===== src/rtl/multicycle_sequencer.sv =====
// rtl/multicycle_sequencer.sv - multi-cycle FETCH/DECODE/EXEC/WB instruction sequencer
//
// Owns PC and IR. Fetches each instruction over a req/ack imem port and latches
// the control unit's decode. It then steps the instruction through
// EXEC and WB while driving the datapath enables.
// Optional feature macro: SEQ_SINGLE_STEP_EN (adds step_mode/step inputs).
//
// Ports:
//   clk, rst                  clock, synchronous active-high reset
//   run                       leave IDLE and start fetching
//   imem_req/imem_addr        fetch request and address (= pc)
//   imem_ack/imem_rdata       fetch completion and instruction word
//   instr/opcode              latched IR and its opcode field
//   ctl_branch/alusrc/regwrite/aluctrl  control unit decode inputs
//   alu_zero                  ALU zero flag, sampled in EXEC
//   rf_we/alu_src/alu_ctrl    datapath enables
//   pc                        current PC
//   halt                      stopped on illegal opcode
//   step_mode/step            single-step controls (SEQ_SINGLE_STEP_EN only)
module multicycle_sequencer #(
  parameter int PC_W    = 8,
  parameter int INSTR_W = 16,
  parameter logic [PC_W-1:0] RESET_PC = '0
) (
  input  logic               clk,
  input  logic               rst,
  input  logic               run,
`ifdef SEQ_SINGLE_STEP_EN
  input  logic               step_mode,
  input  logic               step,
`endif
  output logic               imem_req,
  output logic [PC_W-1:0]    imem_addr,
  input  logic               imem_ack,
  input  logic [INSTR_W-1:0] imem_rdata,
  output logic [INSTR_W-1:0] instr,
  output logic [3:0]         opcode,
  input  logic               ctl_branch,
  input  logic               ctl_alusrc,
  input  logic               ctl_regwrite,
  input  logic [1:0]         ctl_aluctrl,
  input  logic               alu_zero,
  output logic               rf_we,
  output logic               alu_src,
  output logic [1:0]         alu_ctrl,
  output logic [PC_W-1:0]    pc,
  output logic               halt
);

  typedef enum logic [2:0] {
    S_IDLE, S_FETCH, S_DECODE, S_EXEC, S_WB, S_HALT
  } state_t;

  state_t               state, state_n;
  logic [INSTR_W-1:0]   ir;
  logic                 br_q, src_q, rw_q, zero_q;
  logic [1:0]           ctrl_q;
  logic                 req_ok;
  logic                 fetch_done;
  logic signed [PC_W-1:0] br_off;

`ifdef SEQ_SINGLE_STEP_EN
  // A step pulse seen in IDLE/FETCH arms exactly one fetch; it is consumed
  // when that fetch completes.
  logic armed;
  assign req_ok = !step_mode || armed;

  always_ff @(posedge clk) begin
    if (rst) begin
      armed <= 1'b0;
    end else if (fetch_done) begin
      armed <= 1'b0;
    end else if ((state == S_IDLE || state == S_FETCH) && step) begin
      armed <= 1'b1;
    end
  end
`else
  assign req_ok = 1'b1;
`endif

  assign fetch_done = (state == S_FETCH) && req_ok && imem_ack;
  assign br_off     = PC_W'($signed(ir[7:0]));

  assign imem_addr = pc;
  assign instr     = ir;
  assign opcode    = ir[INSTR_W-1 -: 4];

  always_ff @(posedge clk) begin
    if (rst) begin
      state <= S_IDLE;
    end else begin
      state <= state_n;
    end
  end

  always_ff @(posedge clk) begin
    if (rst) begin
      pc     <= RESET_PC;
      ir     <= '0;
      br_q   <= 1'b0;
      src_q  <= 1'b0;
      rw_q   <= 1'b0;
      ctrl_q <= 2'b00;
      zero_q <= 1'b0;
    end else begin
      if (fetch_done) begin
        ir <= imem_rdata;
      end
      if (state == S_DECODE && opcode < 4'h8) begin
        br_q   <= ctl_branch;
        src_q  <= ctl_alusrc;
        rw_q   <= ctl_regwrite;
        ctrl_q <= ctl_aluctrl;
      end
      if (state == S_EXEC) begin
        zero_q <= alu_zero;
      end
      if (state == S_WB) begin
        if (br_q && zero_q) begin
          pc <= pc + PC_W'(1) + br_off;
        end else begin
          pc <= pc + PC_W'(1);
        end
      end
    end
  end

  always_comb begin
    state_n  = state;
    imem_req = 1'b0;
    rf_we    = 1'b0;
    alu_src  = 1'b0;
    alu_ctrl = 2'b00;
    halt     = 1'b0;
    case (state)
      S_IDLE: begin
        if (run) state_n = S_FETCH;
      end
      S_FETCH: begin
        imem_req = req_ok;
        if (fetch_done) state_n = S_DECODE;
      end
      S_DECODE: begin
        state_n = (opcode >= 4'h8) ? S_HALT : S_EXEC;
      end
      S_EXEC: begin
        alu_src  = src_q;
        alu_ctrl = ctrl_q;
        state_n  = S_WB;
      end
      S_WB: begin
        alu_src  = src_q;
        alu_ctrl = ctrl_q;
        rf_we    = rw_q;
        state_n  = S_FETCH;
      end
      S_HALT: begin
        halt = 1'b1;
      end
      default: begin
        state_n = S_IDLE;
      end
    endcase
  end

endmodule

===== config.mk =====
export PLATFORM = sky130hd
export DESIGN_NAME = multicycle_sequencer
export DESIGN_NICKNAME = d
export VERILOG_FILES = /design/src/rtl/multicycle_sequencer.sv
export SDC_FILE = /design/constraint.sdc
export NUM_CORES = 1
export LEC_CHECK = 0
export ABC_CLOCK_PERIOD_IN_PS = 3300
export CORE_AREA = 5 5 99 55
export DETAILED_ROUTE_END_ITERATION = 8
export DIE_AREA = 0 0 104 60
export PLACE_DENSITY = 0.78
export SLEW_MARGIN = 20
export SYNTH_ARGS = -nofsm -noshare
export SYNTH_HDL_FRONTEND = slang
export SYNTH_SLANG_ARGS = --single-unit

===== constraint.sdc =====
create_clock -name clk -period 3.3 [get_ports clk]
set_clock_uncertainty 0.1 [all_clocks]
set_input_delay 0.825 -clock clk [delete_from_list [all_inputs] [get_ports clk]]
set_output_delay 0.825 -clock clk [all_outputs]
set_load 0.02 [all_outputs]

# Word level (Yosys, flattened, before mapping)
# Index checks and enable logic that the tools add are counted.
# W data, S select, Z words.
dict set report totals {
  register_bits 33
  in_bits 26
  elab_cells 36
}
dict set report classes {
  n_addsub 2
  magnitude_cmp 2
  n_eq_ne 7
  muxes 10
  bitwise 1
  reduce_logical 6
}
# op count
set ops {}
lappend ops {{$pmux W3 S6} 1}
lappend ops {{$mux W3} 3}
lappend ops {{$add A8 B1 Y8 const B} 1}
lappend ops {{$add A8 B8 Y8} 1}
lappend ops {{$mux W8} 1}
lappend ops {{$eq A3 B2 Y1 const B} 2}
lappend ops {{$eq A3 B3 Y1 const B} 2}
lappend ops {{$ge A4 B4 Y1 const B} 1}
lappend ops {{$lt A4 B4 Y1 const B} 1}
lappend ops {{$mux W1} 4}
lappend ops {{$ne A2 B2 Y1 const B} 2}
lappend ops {{$eq A3 B1 Y1 const B} 1}
lappend ops {{$logic_and A1 B1 Y1} 3}
lappend ops {{$logic_not A3 Y1} 1}
lappend ops {{$reduce_and A3 Y1} 1}
lappend ops {{$mux W2} 1}
lappend ops {{$reduce_or A2 Y1} 1}
lappend ops {{$not A1 Y1} 1}

# Logic depth before layout (Yosys ltp)
dict set report logic_depth {
  ltp_word 4
  ltp_mapped 9
  depth_no_buf 9
}

# Worst setup path after synthesis
# Ideal clock, no wire load.
dict set report synth_path {
  path_kind {reg-to-reg}
  start {reg pc[0] (netlist: imem_addr[0])}
  end {reg pc[5] (netlist: imem_addr[5])}
  arrival_ns 2.393
  required_ns 3.067
  setup_slack_ns 0.674
  path_stages_with_launch 10
  synth_period_minus_slack_ns 2.626
  cell_sequence {dfxtp_1 ha_1 nand3_1 xnor2_1 ha_1 and2_1 a221o_1 or3_1 nand3_1 a31oi_1}
}
dict set report synth_between {
  elab_chain_len 3
}
# element line_no
set synth_lines {}
lappend synth_lines {{start: declaration} 46} ;# output logic [PC_W-1:0] pc,
lappend synth_lines {{start signal: assignment} 120} ;# pc <= pc + PC_W'(1) + br_off;
lappend synth_lines {{start signal: assignment} 122} ;# pc <= pc + PC_W'(1);
lappend synth_lines {{$add A8 B1 Y8 (*)} {120, 122}}
lappend synth_lines {{$add A8 B8 Y8} 120}
lappend synth_lines {{$mux W8 (*)} 119} ;# if (br_q && zero_q) begin
# Every way passes the cells marked *; elsewhere a longest branch is shown, timed or not.
# A chain may end at the register's enable or synchronous reset.

# Worst setup path after layout
dict set report layout_path {
  start {reg state[2]}
  end {out alu_ctrl[1]}
}
dict set report layout_between {
  elab_chain_len 3
  word_cells_on_any_way 4
  cone_classes {2 x eq/ne; 1 x mux; 1 x reduce/logical}
}
# element line_no
set layout_lines {}
lappend layout_lines {{start: declaration} 54} ;# state_t state, state_n;
lappend layout_lines {{start signal: assignment} 92} ;# state <= state_n;
lappend layout_lines {{$eq A3 B2 Y1 / $eq A3 B3 Y1 (equally long branches)} 135} ;# case (state)
lappend layout_lines {{$reduce_or A2 Y1 (no line) (*)} -}
lappend layout_lines {{$mux W2 (*)} 135}
lappend layout_lines {{end: declaration} 45} ;# output logic [1:0] alu_ctrl,
# Marked as above.

==> impl_metrics.yaml <==
outcome:
  outcome: "completed"
route:
  drt_iter0_drc: 194
  first_pass_iters: 4
  vias: 1869
  drc_errors: 0
  post_drt_wl_per_cell_um: 15.0
  routed_wirelength_um: 5380
  antenna_left: 0
  via_per_inst: 5.19
logic_synthesis:
  syn_avg_cell_area_um2: 7.87
  yosys.area.top_type_share_pct: 34.0
  synth-seq-cells: 33
  synth.distinct_cells: 43
  yosysWarnings: 0
  synth_area_mm2: 0.00194
  seq_area_frac_synth_pct: 34.0
  syn_inst: 247
  ys_top_cells_by_area: "dfxtp_1, nand2_1, a21oi_1"
  yosysMostFrequentCell: "nand2_1"
  synth-main-ff-cell: "dfxtp_1"
  synth_fp_nets: 283
  synth_edf_count: 0
  synth_top_cell_by_area: "dfxtp_1"
  async_flop_share_pct: 0
  synth_common_cells: "nand2_1, dfxtp_1, a21oi_1"
final_layout:
  drive_gt1_share_pct: 4.00
  antenna_cells: 0
  fin_cells: 360
  area_delta_synth_final_pct: 37.1
  nets: 335
  fin_util_pct: 58.0
critical_path:
  endpoint: "alu_ctrl[1]"
  cp_slowest_stage_delay_ns: 0.60
  startpoint: "state[2]"
  cp_num_buf_inv: 1
  reg2reg_depth: 9
  worst_ep_arrival_time_ns: 2.09
  setup.worst_path.class: "register to output pin"
  start_kind: "register"
  crit_cells: 4
  cp_max_fo: 12
  endpoint_kind: "output pin"
  crit_chain: "or3b_4 > nand2_1 > and2_1 > clkdlybuf4s50_1"
  critPathTopFamily: "simple AND/OR/NAND/NOR gates"
  slowest_stage: "clkdlybuf4s50_1"
  r2r_end: "imem_addr[7]"
  cp.required_ns: 2.37
  r2r_slack_ns: 0.46
  r2r_start: "imem_addr[0]"
timing:
  final_max_slew_viol_count: 0
  setup-violations-final: 0
  fmax_mhz: 332
  tightest_slew_ns: 0.831
  fin_crit_ns: 3.01
  rsz0062_at_grt: "no"
  whs_ns: 0.360
  timing.final.crit_share_pct: 91.3
  finalSetupTns_ns: 0
  finalHoldViolCount: 0
  slew-limit-headroom_pct: 44.1
power:
  seqPwrFrac_pct: 44.2
  comb_power_share_pct: 15.2
  clkPwrFrac_pct: 40.6
  internal_power_uw: 736
  p_sw_share_pct: 24.4
  power_uw: 974
  power_density_mw_per_mm2: 366
  peakVddDrop_v: 0.000220
  p_sw_uw: 238
  leakagePower_uw: 0.000996
placement:
  gp_congestion: 0.860
  placed_cells: 352
  hpwlAfterDp_um: 4060
  portBuffers: 67
die:
  io_pins: 68
  start_util_pct: 42.3
  die_x_um: 104
  coreArea_mm2: 0.00459
  rows: 18
  die-area_mm2: 0.00624
  die_height_um: 60
global_routing:
  track_usage_pct: 17.9
  grt_pass1_wl_um: 8790
  grt_max_degree: 21
  first_global_vias: 1781
  grt.overflow.total: 0
  antenna_found_initial: 0
clock_network:
  clk_path_buf_depth: 2
  clk_latency_ns: 0.29
  post_cts_resized: 0
  numCtsBuffers: 5
  clock-root-buffer: "clkbuf_8"
  htreeDepth: 2
  clk_pin_slew_worst_paths_ns: 0.07
  cts_tree: "built"
  numClockSinks: 33
  hold_buffers: 0
  postCtsSetupBuffers: 0
run:
  drv_cap: 0
worst_hold_path:
  hp-class: "register to register"
cell type report:
class / instances / area, um2
inverters: 5 / 18.8
multi-input cells: 185 / 1110
well taps: 60 / 75.1
fillers: 424 / 1930
clock inverters: 1 / 30.0
repair buffers: 69 / 686
clock buffers: 7 / 86.3
flip-flops and latches: 33 / 661
flip-flops by register name, indices dropped and copies added (netlist names):
signal / cells
state: 3
zero_q: 1
ctrl_q: 2
rw_q: 1
src_q: 1
br_q: 1
instr: 16
imem_addr: 8
worst min path at each step:
stage / cells after the start / to / start / slack, ns
global placement: 2 / instr[11] / instr[11] / 0.34
global route: 2 / instr[11] / instr[11] / 0.39
finish: 2 / instr[11] / instr[11] / 0.36
detailed placement: 2 / instr[8] / instr[8] / 0.35
floorplan: 2 / ctrl_q[0] / ctrl_q[0] / 0.35
CTS: 2 / instr[11] / instr[11] / 0.36
cells by family after synthesis:
group / count (synthesis) / synth area share [%]
adders and majority gates: 10 / 6.83
xor gates and xnor gates: 7 / 3.16
buffers and inverters: 29 / 9.01
AOI/OAI and AO/OA: 59 / 18.2
DFF: 33 / 34.0
and+or+nand+nor: 102 / 25.2
muxes: 7 / 3.61
cells in the final DEF, fill, tap and decap left out, types with 2 or more instances in the layout:
master and n:
and3_1 4, dfxtp_1 33, and2_1 7, buf_4 2, nand3_1 8, inv_1 5, ha_1 9, nor2_1 16
o31ai_1 3, a21oi_1 29, clkdlybuf4s50_1 67, clkbuf_8 6, nand2_1 44, a311oi_1 2, nand3b_1 2, mux2i_1 7
nand2b_1 3, xnor2_1 4, xor2_1 3, or3_1 3, a221oi_1 2, o21ai_0 10, a211oi_1 4, a21o_1 2
nor3_1 7
through the flow:
step / worst slack [ns] / cell area [um2]
CTS: 0.278 / 2660
global route: 0.146 / 2660
floorplan: 0.674 / 1940
detailed placement: 0.557 / 2550
global placement: 0.618 / 2550
finish: 0.286 / 2660
routing by layer:
| layer | share of wire [%] | vias to the layer above | GRT usage, % | routed length (um) |
|---|---|---|---|---|
| met5 | 0 | - | 0 | 0 |
| li1 | - | 952 | - | - |
| met1 | 49 | 839 | 24.5 | 2650 |
| met3 | 11 | 4 | 8.20 | 583 |
| met2 | 39 | 74 | 25.2 | 2110 |
| met4 | 0.82 | 0 | 5.35 | 44 |
power by group through the flow:
stage	sequential, uW	clock (uW)	combinational [uW]
after global routing	433	421	161
after floorplan	445	0	74.1
after global placement	438	0	145
after CTS	430	402	148
final	430	396	148
after detailed placement	439	0	146
worst register-to-register path, cell delays in order, from the launching register on:
cell	delay, ns
dfxtp_1	0.48
ha_1	0.32
nand3_1	0.13
xnor2_1	0.23
ha_1	0.31
and2_1	0.19
a221oi_1	0.42
and3_1	0.25
nor3_1	0.06
o31ai_1	0.26
No activity file was read; power rests on OpenSTA's default activity.
